[src/rtl/sm_subtractor_pipe.sv]
// Two-stage sign-magnitude subtractor, S = A - B, with valid/ready on both sides.
// Stage 1 captures signs and magnitudes with B negated. Stage 2 adds or subtracts the magnitudes and normalises -0.
module sm_subtractor_pipe #(
    parameter int N = 8
) (
    input  logic         clk,
    input  logic         rst_n,
    input  logic         in_valid,
    output logic         in_ready,
    input  logic [N-1:0] A,
    input  logic [N-1:0] B,
    output logic         out_valid,
    input  logic         out_ready,
    output logic [N-1:0] S,
    output logic         ovf
);

    typedef struct packed {
        logic         sa;
        logic         sb;
        logic         ge;
        logic [N-2:0] ma;
        logic [N-2:0] mb;
    } prep_t;

    prep_t        s1;
    logic [2:1]   vld_pipe;
    logic         in_fire;
    logic         s2_load;
    logic [N-1:0] sum;
    logic [N-2:0] r_mag;
    logic         r_sign;
    logic         r_ovf;

    // Stage 2 frees up whenever it is empty or draining, so stage 1 can always move forward into it.
    assign s2_load   = vld_pipe[1] && (!vld_pipe[2] || out_ready);
    assign in_ready  = !vld_pipe[1] || !vld_pipe[2] || out_ready;
    assign in_fire   = in_valid && in_ready;
    assign out_valid = vld_pipe[2];
    assign sum       = {1'b0, s1.ma} + {1'b0, s1.mb};

    always_comb begin
        r_mag  = '0;
        r_sign = 1'b0;
        r_ovf  = 1'b0;
        if (s1.sa == s1.sb) begin
            r_mag  = sum[N-2:0];
            r_sign = s1.sa;
            r_ovf  = sum[N-1];
        end else if (s1.ge) begin
            r_mag  = s1.ma - s1.mb;
            r_sign = s1.sa;
        end else begin
            r_mag  = s1.mb - s1.ma;
            r_sign = s1.sb;
        end
        // A zero magnitude always gets a positive sign. This also covers -0 inputs and a wrapped overflow result.
        if (r_mag == '0)
            r_sign = 1'b0;
    end

    always_ff @(posedge clk or negedge rst_n) begin
        if (!rst_n) begin
            s1       <= '0;
            vld_pipe <= '0;
            S        <= '0;
            ovf      <= 1'b0;
        end else begin
            if (in_fire)
                s1 <= '{sa: A[N-1], sb: ~B[N-1], ge: (A[N-2:0] >= B[N-2:0]),
                        ma: A[N-2:0], mb: B[N-2:0]};
            if (in_fire)
                vld_pipe[1] <= 1'b1;
            else if (s2_load)
                vld_pipe[1] <= 1'b0;
            if (s2_load)
                vld_pipe[2] <= 1'b1;
            else if (out_ready)
                vld_pipe[2] <= 1'b0;
            if (s2_load) begin
                S   <= {r_sign, r_mag};
                ovf <= r_ovf;
            end
        end
    end

endmodule

[config.mk]
export PLATFORM = sky130hd
export DESIGN_NAME = sm_subtractor_pipe
export DESIGN_NICKNAME = d
export VERILOG_FILES = /design/src/rtl/sm_subtractor_pipe.sv
export SDC_FILE = /design/constraint.sdc
export NUM_CORES = 1
export LEC_CHECK = 0
export CAP_MARGIN = 20
export CORE_ASPECT_RATIO = 1.5
export CORE_MARGIN = 5
export CORE_UTILIZATION = 50
export CTS_CLUSTER_DIAMETER = 60
export DETAILED_ROUTE_END_ITERATION = 10
export PLACE_DENSITY = 0.75
export SETUP_SLACK_MARGIN = 0.2
export SYNTH_ARGS = -nofsm -noshare
export SYNTH_HDL_FRONTEND = slang
export SYNTH_SLANG_ARGS = --single-unit
[constraint.sdc]
create_clock -name clk -period 2.8 [get_ports clk]
set_clock_uncertainty 0.1 [all_clocks]
set_input_delay 0.42 -clock clk [delete_from_list [all_inputs] [get_ports clk]]
set_output_delay 0.42 -clock clk [all_outputs]
set_load 0.01 [all_outputs]
==> metrics.cfg, run 1 <==
[run_status]
run_status = finished clean

[clocking]
cts_tree = done
cts.path.max_buffers = 2
path_clk_slew_ns = 0.10
hold_buffers = 0
cts-buffers-inserted = 3
cts_resized = 0
cts.sinks = 28
cts_root_buf = clkbuf_8
clk_latency_ns = 0.28
cts-htree-levels = 1
cts_setup_buffers = 0

[logic_synthesis]
synth_flop_cell = dfrtp_1
syn_nets = 254
synth_area_per_cell_um2 = 9.540
yosys.area_share.simple_pct = 11.71
synthCells = 205
yosysWarnings = 0
ys_seq_area_share_pct = 35.83
ys_async_sr_fraction_pct = 100.0
synth_area_mm2 = 0.001956
synth_top_family_by_area = adder cells
synth_compound_area_share_pct = 14.65
synth-xor-area-share_pct = 2.687
yosysUniqueCellTypes = 35
synth_fa_ha_area_share_pct = 19.71
synth_mux_area_share_pct = 8.381
synth_edf_count = 0
synth_seq_cells = 28

[place]
globalplace.congestion = 0.9150
place_hpwl_um = 2897
numPortBuffers = 30

[power_and_ir_drop]
vdd_drop_max_mv = 0.3713
p_leak_nw = 1.138
power.density_mw_per_mm2 = 665.3

[timing]
relSlewSlack_pct = 55.34
fmax_mhz = 417.6
tightestPinTransition_ns = 0.6682
setup_tns_ns = 0
finalCritPeriodShare_pct = 85.52
fin_crit_ns = 2.395
slew_violations = 0
rsz0062_at_grt = false
setup_viol = 0
finalHoldViolCount = 0

[routing]
postRouteAntennaNets = 0
drtIter0Drc = 30
dr_total_vias = 1475
wl_met1_um = 1389
top_layer_used = met4
dr_wl_met2_um = 1965
viasPerCell = 5.249
finalWirelength_um = 3562
first_pass_iters = 4
wire_per_inst_um = 12.68
drc = 0
wl_met3_um = 120

[worst_hold_path]
min-delay-start = S[2]$_DFFE_PN0P_
hold_path_end = S[2]$_DFFE_PN0P_
hold_path_class = reg -> reg
min_path_cells = 2

[floorplanning]
core-area_mm2 = 0.003716
die-area_mm2 = 0.005288
die_w_um = 61.07
rows = 27
fp.dieH_um = 86.60
ios = 31
initial_utilization_pct = 52.63

[setup_path]
r2r_cells = 11
worst-setup-path-type = reg -> reg
reg2reg_slack_ns = 0.41
critPathLaunchType = flop
r2r-end = S[7]$_DFFE_PN0P_
end_kind = flop
critPathMaxFanout = 4
critPathRequiredTime_ns = 2.86
critPathArrivalTime_ns = 2.46
r2r-start = s1[0]$_DFFE_PN0P_

[finish]
n_fill_cell = 323
layout_commonest_cell = clkdlybuf4s50_1
layout-drive-gt1-share_pct = 9.664
fin_util_pct = 64.11
area_delta_synth_final_pct = 21.82
antennaDiodeCount = 0
final_cell_mix = 30 x clkdlybuf4s50_1, 28 x dfrtp_1, 27 x inv_1, 26 x ha_1, 25 x nand2_1
num-nets-final = 288

[run]
drv_cap = 0

[global_routing]
grt_pass1_vias = 1502
grt_max_degree = 29
grt_overflow_total = 0
antenna_found_initial = 0
grtUsageTotal_pct = 15.08
grt_pass1_wl_um = 6141

-- worst max path at each step --
stage / from / endpoint / slack [ns] / depth (start not counted)
finish: s1[0]$_DFFE_PN0P_ / S[7]$_DFFE_PN0P_ / 0.41 / 11
global route: s1[0]$_DFFE_PN0P_ / S[7]$_DFFE_PN0P_ / 0.21 / 11
CTS: s1[0]$_DFFE_PN0P_ / S[7]$_DFFE_PN0P_ / 0.41 / 11
detailed placement: s1[0]$_DFFE_PN0P_ / S[7]$_DFFE_PN0P_ / 0.43 / 11
floorplan: s1[0]$_DFFE_PN0P_ / S[7]$_DFFE_PN0P_ / 0.62 / 11
global placement: A[0] / s1[14]$_DFFE_PN0P_ / 0.45 / 10
-- report_power, final --
group | switching [mW] | internal, mW
clock | 0.129 | 0.192
combinational | 0.333 | 0.361
sequential | 0.0753 | 0.496
total | 0.536 | 1.05
-- per-layer routing --
layer / global-route usage, % / vias to the layer above
met2: 28.13 / 26
met5: 0 / -
met3: 1.788 / 9
met1: 16.18 / 685
met4: 6.312 / 0
li1: - / 755
-- final cells by class --
cell class	count	area, um2	area share, %
Multi-Input combinational cell	144	1117	46.90
Tap cell	43	53.80	2.258
Timing Repair Buffer	35	337.8	14.18
Inverter	27	101.3	4.254
Clock buffer	3	41.29	1.733
Clock inverter	1	30.03	1.261
Sequential cell	28	700.7	29.41
-- state kept, by name, indices dropped and copies added, names as in the netlist --
| signal | flops |
|---|---|
| s1 | 17 |
| S | 8 |
| vld_pipe | 2 |
| ovf | 1 |
-- critical path, stage by stage (launching register included) --
cell      delay (ns)
dfrtp_1         0.43
inv_1           0.09
ha_1            0.17
inv_1           0.06
fa_1            0.37
a21o_1          0.18
a211oi_2        0.25
a211oi_1        0.07
o21a_1          0.20
o22ai_2         0.10
xnor2_1         0.16
a31oi_1         0.10
-- cells in the mapped netlist, types with 3 or more instances --
master | number | area (um2)
nand3b_1 | 4 | 30.03
mux2i_1 | 4 | 40.04
ha_1 | 26 | 325.3
xnor2_1 | 4 | 35.03
nand2_1 | 25 | 93.84
inv_1 | 27 | 101.4
dfrtp_1 | 28 | 700.7
nor2_1 | 4 | 15.01
nand2b_1 | 6 | 37.54
fa_1 | 3 | 60.06
a21o_1 | 4 | 30.03
a21oi_1 | 14 | 70.07
o21bai_1 | 3 | 22.52
mux2_2 | 11 | 123.9
o21ai_0 | 14 | 70.07
-- per-stage QoR --
stage / hold slack (ns) / power, mW / cells / worst slack [ns] / instance area [um2]
final: 0.3825 / 1.585 / 281 / 0.4054 / 2382
after CTS: 0.3916 / 1.602 / 281 / 0.4137 / 2382
after global placement: 0.3614 / 1.255 / 277 / 0.4530 / 2311
after detailed placement: 0.3691 / 1.279 / 277 / 0.4259 / 2311
after global routing: 0.4136 / 1.710 / 281 / 0.2102 / 2382
after floorplan: 0.02441 / 1.029 / 205 / 0.6183 / 1956
-- cells by family (layout without fill, tap and decap cells) --
kind of cell / after synthesis / count (layout)
AO/OA/AOI/OAI: 47 / 47
XOR/XNOR: 6 / 6
adder cells (fa/ha/maj): 29 / 29
buffers and inverters: 33 / 66
flip-flops: 28 / 28
multiplexers: 15 / 15
AND/OR/NAND/NOR: 47 / 47
Power figures use the tool's default switching activity.
==> run 2, diff against run 1 <==
==> constraint.sdc (replaced) <==
create_clock -name clk -period 2.8 [get_ports clk]
set_clock_uncertainty 0.1 [all_clocks]
set_input_delay 0.42 -clock clk [delete_from_list [all_inputs] [get_ports clk]]
set_output_delay 0.42 -clock clk [all_outputs]
set_load 0.1 [all_outputs]
==> run 2 against run 1 <==
Setup slack improved by 0.030 ns. Design area decreased by 1.1%. Worst hold slack improved by 0.0040 ns. Maximum frequency increased by 1.3%. First-iteration DRC count increased by 20%. Non-clock buffer count decreased by 2. Sequential share of layout area increased by 0.47 points. Critical path depth unchanged. Die area unchanged. Sequential cell count unchanged. Core utilization decreased by 0.67 points. Combinational power increased by 54%. Critical path type unchanged. Critical endpoint unchanged. Largest cell class unchanged. Highest routed layer unchanged.
==> metrics.cfg, run 2 (synthesis gave the netlist of run 1 again) <==
[worst_hold_path]
hold_path_class = reg -> reg
min-delay-start = S[1]$_DFFE_PN0P_
hold_path_end = S[1]$_DFFE_PN0P_
min_path_cells = 2  ; unchanged

[floorplanning]
initial_utilization_pct = 52.63  ; unchanged
ios = 31  ; unchanged
rows = 27  ; unchanged
fp.dieH_um = 86.60  ; unchanged
die_w_um = 61.07  ; unchanged
core-area_mm2 = 0.003716  ; unchanged
die-area_mm2 = 0.005288  ; unchanged

[power_and_ir_drop]
combinationalPowerShare_pct = 54.6  ; +11 points
p_int_mw = 1.029  ; -1.9%
pwr-share-seq_pct = 29.1  ; -6.9 points
p_leak_nw = 1.149  ; +0.99%
netSwitchingPower_mw = 0.9323  ; +74%
vdd_drop_max_mv = 0.5786  ; +56%
clkPwrFrac_pct = 16.3  ; -3.9 points
power.density_mw_per_mm2 = 832.0  ; +25%
swShare_pct = 47.54  ; +14 points

[global_routing]
grt_max_degree = 29  ; unchanged
antenna_found_initial = 0  ; unchanged
grt_overflow_total = 0  ; unchanged
grt_pass1_vias = 1424  ; -5.2%
grtUsageTotal_pct = 14.53  ; -0.55 points
grt_pass1_wl_um = 5913  ; -3.7%

[routing]
wire_per_inst_um = 12.27  ; -3.2%
postRouteAntennaNets = 0  ; unchanged
drtIter0Drc = 36  ; +20%
viasPerCell = 5.244  ; -0.10%
first_pass_iters = 4  ; unchanged
drc = 0  ; unchanged
dr_total_vias = 1463  ; -0.81%
finalWirelength_um = 3422  ; -3.9%

[finish]
antennaDiodeCount = 0  ; unchanged
regMostFlops = s1
layout-drive-gt1-share_pct = 14.83  ; +5.2 points
regArea_um2 = 704.4  ; +0.54%
n_fill_cell = 339  ; +5.0%
area_delta_synth_final_pct = 20.54
final_cell_mix = 27 x dfrtp_1, 27 x inv_1, 26 x ha_1, 24 x nand2_1, 19 x clkdlybuf4s50_1
top_regs = s1 x17, S x8, vld_pipe x2
num-nets-final = 286  ; -0.69%
multi_input_area_mm2 = 0.001131  ; +1.2%
largest_reg_flops = 17  ; unchanged

[timing]
tightestPinTransition_ns = 0.4750  ; -0.1932 ns
setup_viol = 0  ; unchanged
fmax_mhz = 422.8  ; +1.3%
rsz0062_at_grt = false
fin_crit_ns = 2.365  ; -0.02968 ns
finalHoldViolCount = 0  ; unchanged
finalCritPeriodShare_pct = 84.46  ; -1.1 points
holdWs_ns = 0.3865  ; +0.004031 ns
setup_tns_ns = 0  ; unchanged
relSlewSlack_pct = 68.22  ; +13 points
slew_violations = 0  ; unchanged

[setup_path]
critPathMaxFanout = 4  ; unchanged
end_kind = flop
r2r-start = s1[0]$_DFFE_PN0P_
worst-setup-path-type = reg -> reg
reg2reg_slack_ns = 0.44  ; +0.03 ns
critPathRequiredTime_ns = 2.86  ; about the same
r2r-end = S[7]$_DFFE_PN0P_
critPathLaunchType = flop
critPathArrivalTime_ns = 2.43  ; -0.03 ns
r2r_cells = 11  ; unchanged

[clocking]
clk_latency_ns = 0.28  ; about the same
cts.sinks = 28  ; unchanged
cts-buffers-inserted = 3  ; unchanged
path_clk_slew_ns = 0.10  ; about the same
cts-htree-levels = 1  ; unchanged
cts_setup_buffers = 0  ; unchanged
cts.path.max_buffers = 2  ; unchanged
hold_buffers = 0  ; unchanged
cts_tree = done
cts_root_buf = clkbuf_8

[place]
place_hpwl_um = 2784  ; -3.9%
globalplace.congestion = 0.8973  ; -1.9%
numPortBuffers = 30  ; unchanged

[run_status]
run_status = finished clean

[run]
drv_cap = 0  ; unchanged

run 2: cell count changes in the layout (fill, tap and decap cells not counted), sizes merged:
cell           previous run  this run
buf                       5        14
clkdlybuf4s50            30        19
run 2: worst max-delay path by stage:
stage	startpoint	slack, ns	end	cells past startpoint
final	s1[0]$_DFFE_PN0P_	0.44	S[7]$_DFFE_PN0P_	11
after global placement	A[0]	0.44	s1[14]$_DFFE_PN0P_	10
after global routing	s1[0]$_DFFE_PN0P_	0.23	S[7]$_DFFE_PN0P_	11
after floorplan	vld_pipe[2]$_DFFE_PN0P_	0.16	s1[0]$_DFFE_PN0P_	4
after detailed placement	s1[7]$_DFFE_PN0P_	0.39	S[7]$_DFFE_PN0P_	11
after CTS	s1[7]$_DFFE_PN0P_	0.38	S[7]$_DFFE_PN0P_	11
run 2: area by class of cell:
cell class / instances / area share (%)
Clock inverter: 1 / 1.274
Inverter: 27 / 4.299
Sequential cell: 28 / 29.88
Timing Repair Buffer: 33 / 12.53
Multi-Input combinational cell: 144 / 47.98
Clock buffer: 3 / 1.752
Tap cell: 43 / 2.282
run 2: repair_timing:
action,4_1_cts,5_1_grt
resized for setup,0,1
hold endpoints to repair,0,0
endpoints found under the setup margin,0,1
run 2: critical path, cell delays in order (launching register included):
cell and delay [ns]:
dfrtp_1 0.43, inv_1 0.07, ha_1 0.15, inv_1 0.05
fa_1 0.38, a21o_1 0.19, a211oi_2 0.24, a21oi_1 0.06
mux2i_1 0.20, xnor2_1 0.12, nor3_2 0.18, a31oi_1 0.09
run 2: metal layers:
layer / global-route usage [%] / routed length, um / share of wire [%] / vias to the layer above
li1: - / - / - / 750
met1: 17.33 / 1426 / 42 / 677
met2: 25.63 / 1785 / 52 / 29
met3: 1.341 / 130 / 3.8 / 7
met4: 5.917 / 79 / 2.3 / 0
met5: 0 / 0 / 0 / -
run 2: power groups by stage:
stage	Clock (mW)	Sequential (mW)	Combinational, mW
after floorplan	0	0.972	0.455
after global placement	0	0.577	1.06
after detailed placement	0	0.581	1.07
after CTS	0.328	0.572	1.08
after global routing	0.341	0.585	1.16
final	0.320	0.571	1.07
run 2: metrics by stage:
step | utilization, % | setup WS (ns) | instance area, um2 | instances | power, mW
3_5_place_dp | 61.41 | 0.3942 | 2282 | 275 | 1.653
3_3_place_gp | 61.41 | 0.4370 | 2282 | 275 | 1.636
5_1_grt | 63.43 | 0.2332 | 2357 | 279 | 2.086
6_report | 63.43 | 0.4351 | 2357 | 279 | 1.961
4_1_cts | 63.33 | 0.3817 | 2354 | 279 | 1.976
2_1_floorplan | - | 0.1581 | 1976 | 205 | 1.427
==> run 3, diff against run 2 <==
clock period = 2.2 ns   (was 2.8 ns; I/O delays follow)
==> run 3 against run 2 <==
The run now ends with negative setup slack left. Setup slack worse by 0.58 ns. Non-clock buffer count is 11 higher. Sequential share of layout area is 2.4 points lower. Sequential power is 30% higher. Register-to-register slack worse by 0.58 ns. Worst hold slack worse by 0.15 ns. Count of clock-buffer cells in the layout is 1 higher. Largest power group unchanged.
==> metrics.cfg, run 3 (synthesis gave the netlist of run 1 again) <==
[clocking]
cts.sinks = 28  ; unchanged
cts_tree = done
cts-htree-levels = 1  ; unchanged
cts_root_buf = clkbuf_8
clk_latency_ns = 0.27  ; about the same
path_clk_slew_ns = 0.09  ; about the same
cts.path.max_buffers = 2  ; unchanged
cts-buffers-inserted = 3  ; unchanged

[setup_path]
r2r_cells = 11  ; unchanged
r2r-end = S[7]$_DFFE_PN0P_
cp_slowest_cell = dfrtp_2
critPathLaunchType = flop
critPathRequiredTime_ns = 2.26  ; -0.60 ns
critPathArrivalTime_ns = 2.40  ; -0.03 ns
crit_path_max_incr_delay_ns = 0.47  ; +0.04 ns
critPathTopFamily = compound AO/OA/AOI/OAI gates
critPathMaxFanout = 4  ; unchanged
worst-setup-path-type = reg -> reg
crit_buf_inv = 2  ; unchanged
end_kind = flop
r2r-start = s1[7]$_DFFE_PN0P_
reg2reg_slack_ns = -0.14  ; -0.58 ns
crit_chain = inv_2 > ha_4 > inv_1 > fa_2 > a21o_1 > a21oi_2 > a211oi_2 > o21a_1 > o22ai_2 > xnor2_1 > a31oi_1

[floorplanning]
core-area_mm2 = 0.003716  ; unchanged
die-area_mm2 = 0.005288  ; unchanged
die_w_um = 61.07  ; unchanged
fp.dieH_um = 86.60  ; unchanged
ios = 31  ; unchanged
initial_utilization_pct = 52.63  ; unchanged
rows = 27  ; unchanged

[place]
place_hpwl_um = 2862  ; +2.8%
dp.cells = 282  ; +2.5%
globalplace.congestion = 0.8863  ; -1.2%
postPlaceCellArea_mm2 = 0.002379  ; +4.2%
numPortBuffers = 30  ; unchanged

[finish]
top_regs = s1 x17, S x8, vld_pipe x2
stdcell_area_mm2 = 0.002585  ; +9.7%
layout_commonest_cell = nand2_1
layout.cells.non_filler = 290  ; +3.9%
area_delta_synth_final_pct = 32.18
largest_reg_flops = 17  ; unchanged
antennaDiodeCount = 0  ; unchanged
fin_util_pct = 69.56  ; +6.1 points
num-nets-final = 297  ; +3.8%
final_cell_mix = 24 x nand2_1, 23 x dfrtp_1, 22 x inv_1, 21 x ha_1, 21 x buf_4
regMostFlops = s1
layout-drive-gt1-share_pct = 28.34  ; +14 points

[timing]
setup_viol = 3  ; +3
slew_violations = 0  ; unchanged
final.setup.worst_slack_ns = -0.1414  ; -0.5765 ns
rsz0062_at_grt = true
fmax_mhz = 427.1  ; +1.0%
fin_crit_ns = 2.341  ; -0.02349 ns
finalHoldViolCount = 0  ; unchanged
holdWs_ns = 0.2405  ; -0.1459 ns
relSlewSlack_pct = 62.23  ; -6.0 points
finalCritPeriodShare_pct = 106.4  ; +22 points
tightestPinTransition_ns = 0.5666  ; +0.09163 ns

[power_and_ir_drop]
p_int_mw = 1.311  ; +27%
p_leak_nw = 1.227  ; +6.8%
vdd_drop_max_mv = 0.8976  ; +55%
power.total_mw = 2.574  ; +31%
power.density_mw_per_mm2 = 995.6  ; +20%
clkPwrFrac_pct = 11.2  ; -5.1 points
swShare_pct = 49.06  ; +1.5 points
netSwitchingPower_mw = 1.263  ; +35%
combinationalPowerShare_pct = 59.9  ; +5.3 points
pwr-share-seq_pct = 28.9  ; -0.2 points

[global_routing]
grt_max_degree = 29  ; unchanged
grt_overflow_total = 0  ; unchanged
grt_pass1_wl_um = 6423  ; +8.6%
grt_pass1_vias = 1584  ; +11%
antenna_found_initial = 0  ; unchanged
grtUsageTotal_pct = 15.62  ; +1.1 points

[run_status]
violations = negative setup slack
run_status = finished with violations

[worst_hold_path]
min-delay-start = A[0]
min_path_cells = 3  ; +1
hold_path_class = in -> reg
hold_path_end = s1[7]$_DFFE_PN0P_

[routing]
drtIter0Drc = 39  ; +8.3%
viasPerCell = 5.348  ; +2.0%
dr_total_vias = 1551  ; +6.0%
drc = 0  ; unchanged
first_pass_iters = 4  ; unchanged
postRouteAntennaNets = 0  ; unchanged
wire_per_inst_um = 13.36  ; +8.9%
finalWirelength_um = 3875  ; +13%

[run]
drv_cap = 0  ; unchanged

## run 3: cell types whose count changed in the layout (fill, tap and decap cells not counted), sizes merged
cell	before	now
buf	14	25
clkdlybuf4s50	19	18
dlymetal6s2s	0	1
bufinv	1	0
clkbuf	3	4
## run 3: through the flow
| stage | setup TNS (ns) | setup WS (ns) |
|---|---|---|
| 2_1_floorplan | -4.891 | -0.3876 |
| 3_3_place_gp | -0.1480 | -0.1120 |
| 3_5_place_dp | -0.2675 | -0.08029 |
| 4_1_cts | -0.2191 | -0.07893 |
| 5_1_grt | -0.7996 | -0.2591 |
| 6_report | -0.3885 | -0.1414 |
## run 3: timing repair
item                                    in CTS  in global routing
setup buffers                                2                  2
endpoints found under the setup margin       6                  9
hold buffers                                 0                  0
pin swaps                                    5                  9
cloned                                       0                  0
gates resized for setup                      6                 28
## run 3: final cells by class
class                           instances  area, um2
Timing Repair Buffer                   44      404.1
Clock buffer                            4      45.04
Multi-Input combinational cell        144       1269
Tap cell                               43      53.80
Inverter                               27      103.9
Sequential cell                        28      709.4
Fill cell                             285       1131
## run 3: worst min-delay path, cell delays in order
cell	delay, ns
dlymetal6s2s_1	0.13
inv_2	0.05
o21ai_0	0.07
## run 3: metal layers
layer	track usage (%)	up-vias	share of wire, %
li1	-	769	-
met1	17.73	734	39
met2	27.46	35	54
met3	2.235	13	3.9
met4	7.495	0	3.8
met5	0	-	0
## run 3: how the worst max path moves through the flow
stage	startpoint	to	slack, ns	depth (start not counted)
after CTS	s1[0]$_DFFE_PN0P_	S[7]$_DFFE_PN0P_	-0.08	11
final	s1[7]$_DFFE_PN0P_	S[7]$_DFFE_PN0P_	-0.14	11
after global routing	s1[0]$_DFFE_PN0P_	S[7]$_DFFE_PN0P_	-0.26	11
after global placement	A[0]	s1[14]$_DFFE_PN0P_	-0.11	10
after detailed placement	A[0]	s1[14]$_DFFE_PN0P_	-0.08	10
after floorplan	vld_pipe[2]$_DFFE_PN0P_	s1[0]$_DFFE_PN0P_	-0.39	4
## run 3: power by group through the flow
stage / sequential, mW / clock [mW] / combinational [mW]
final: 0.744 / 0.287 / 1.54
after floorplan: 1.24 / 0 / 0.594
after global routing: 0.764 / 0.310 / 1.67
after detailed placement: 0.744 / 0 / 1.42
after CTS: 0.733 / 0.292 / 1.45
after global placement: 0.733 / 0 / 1.40
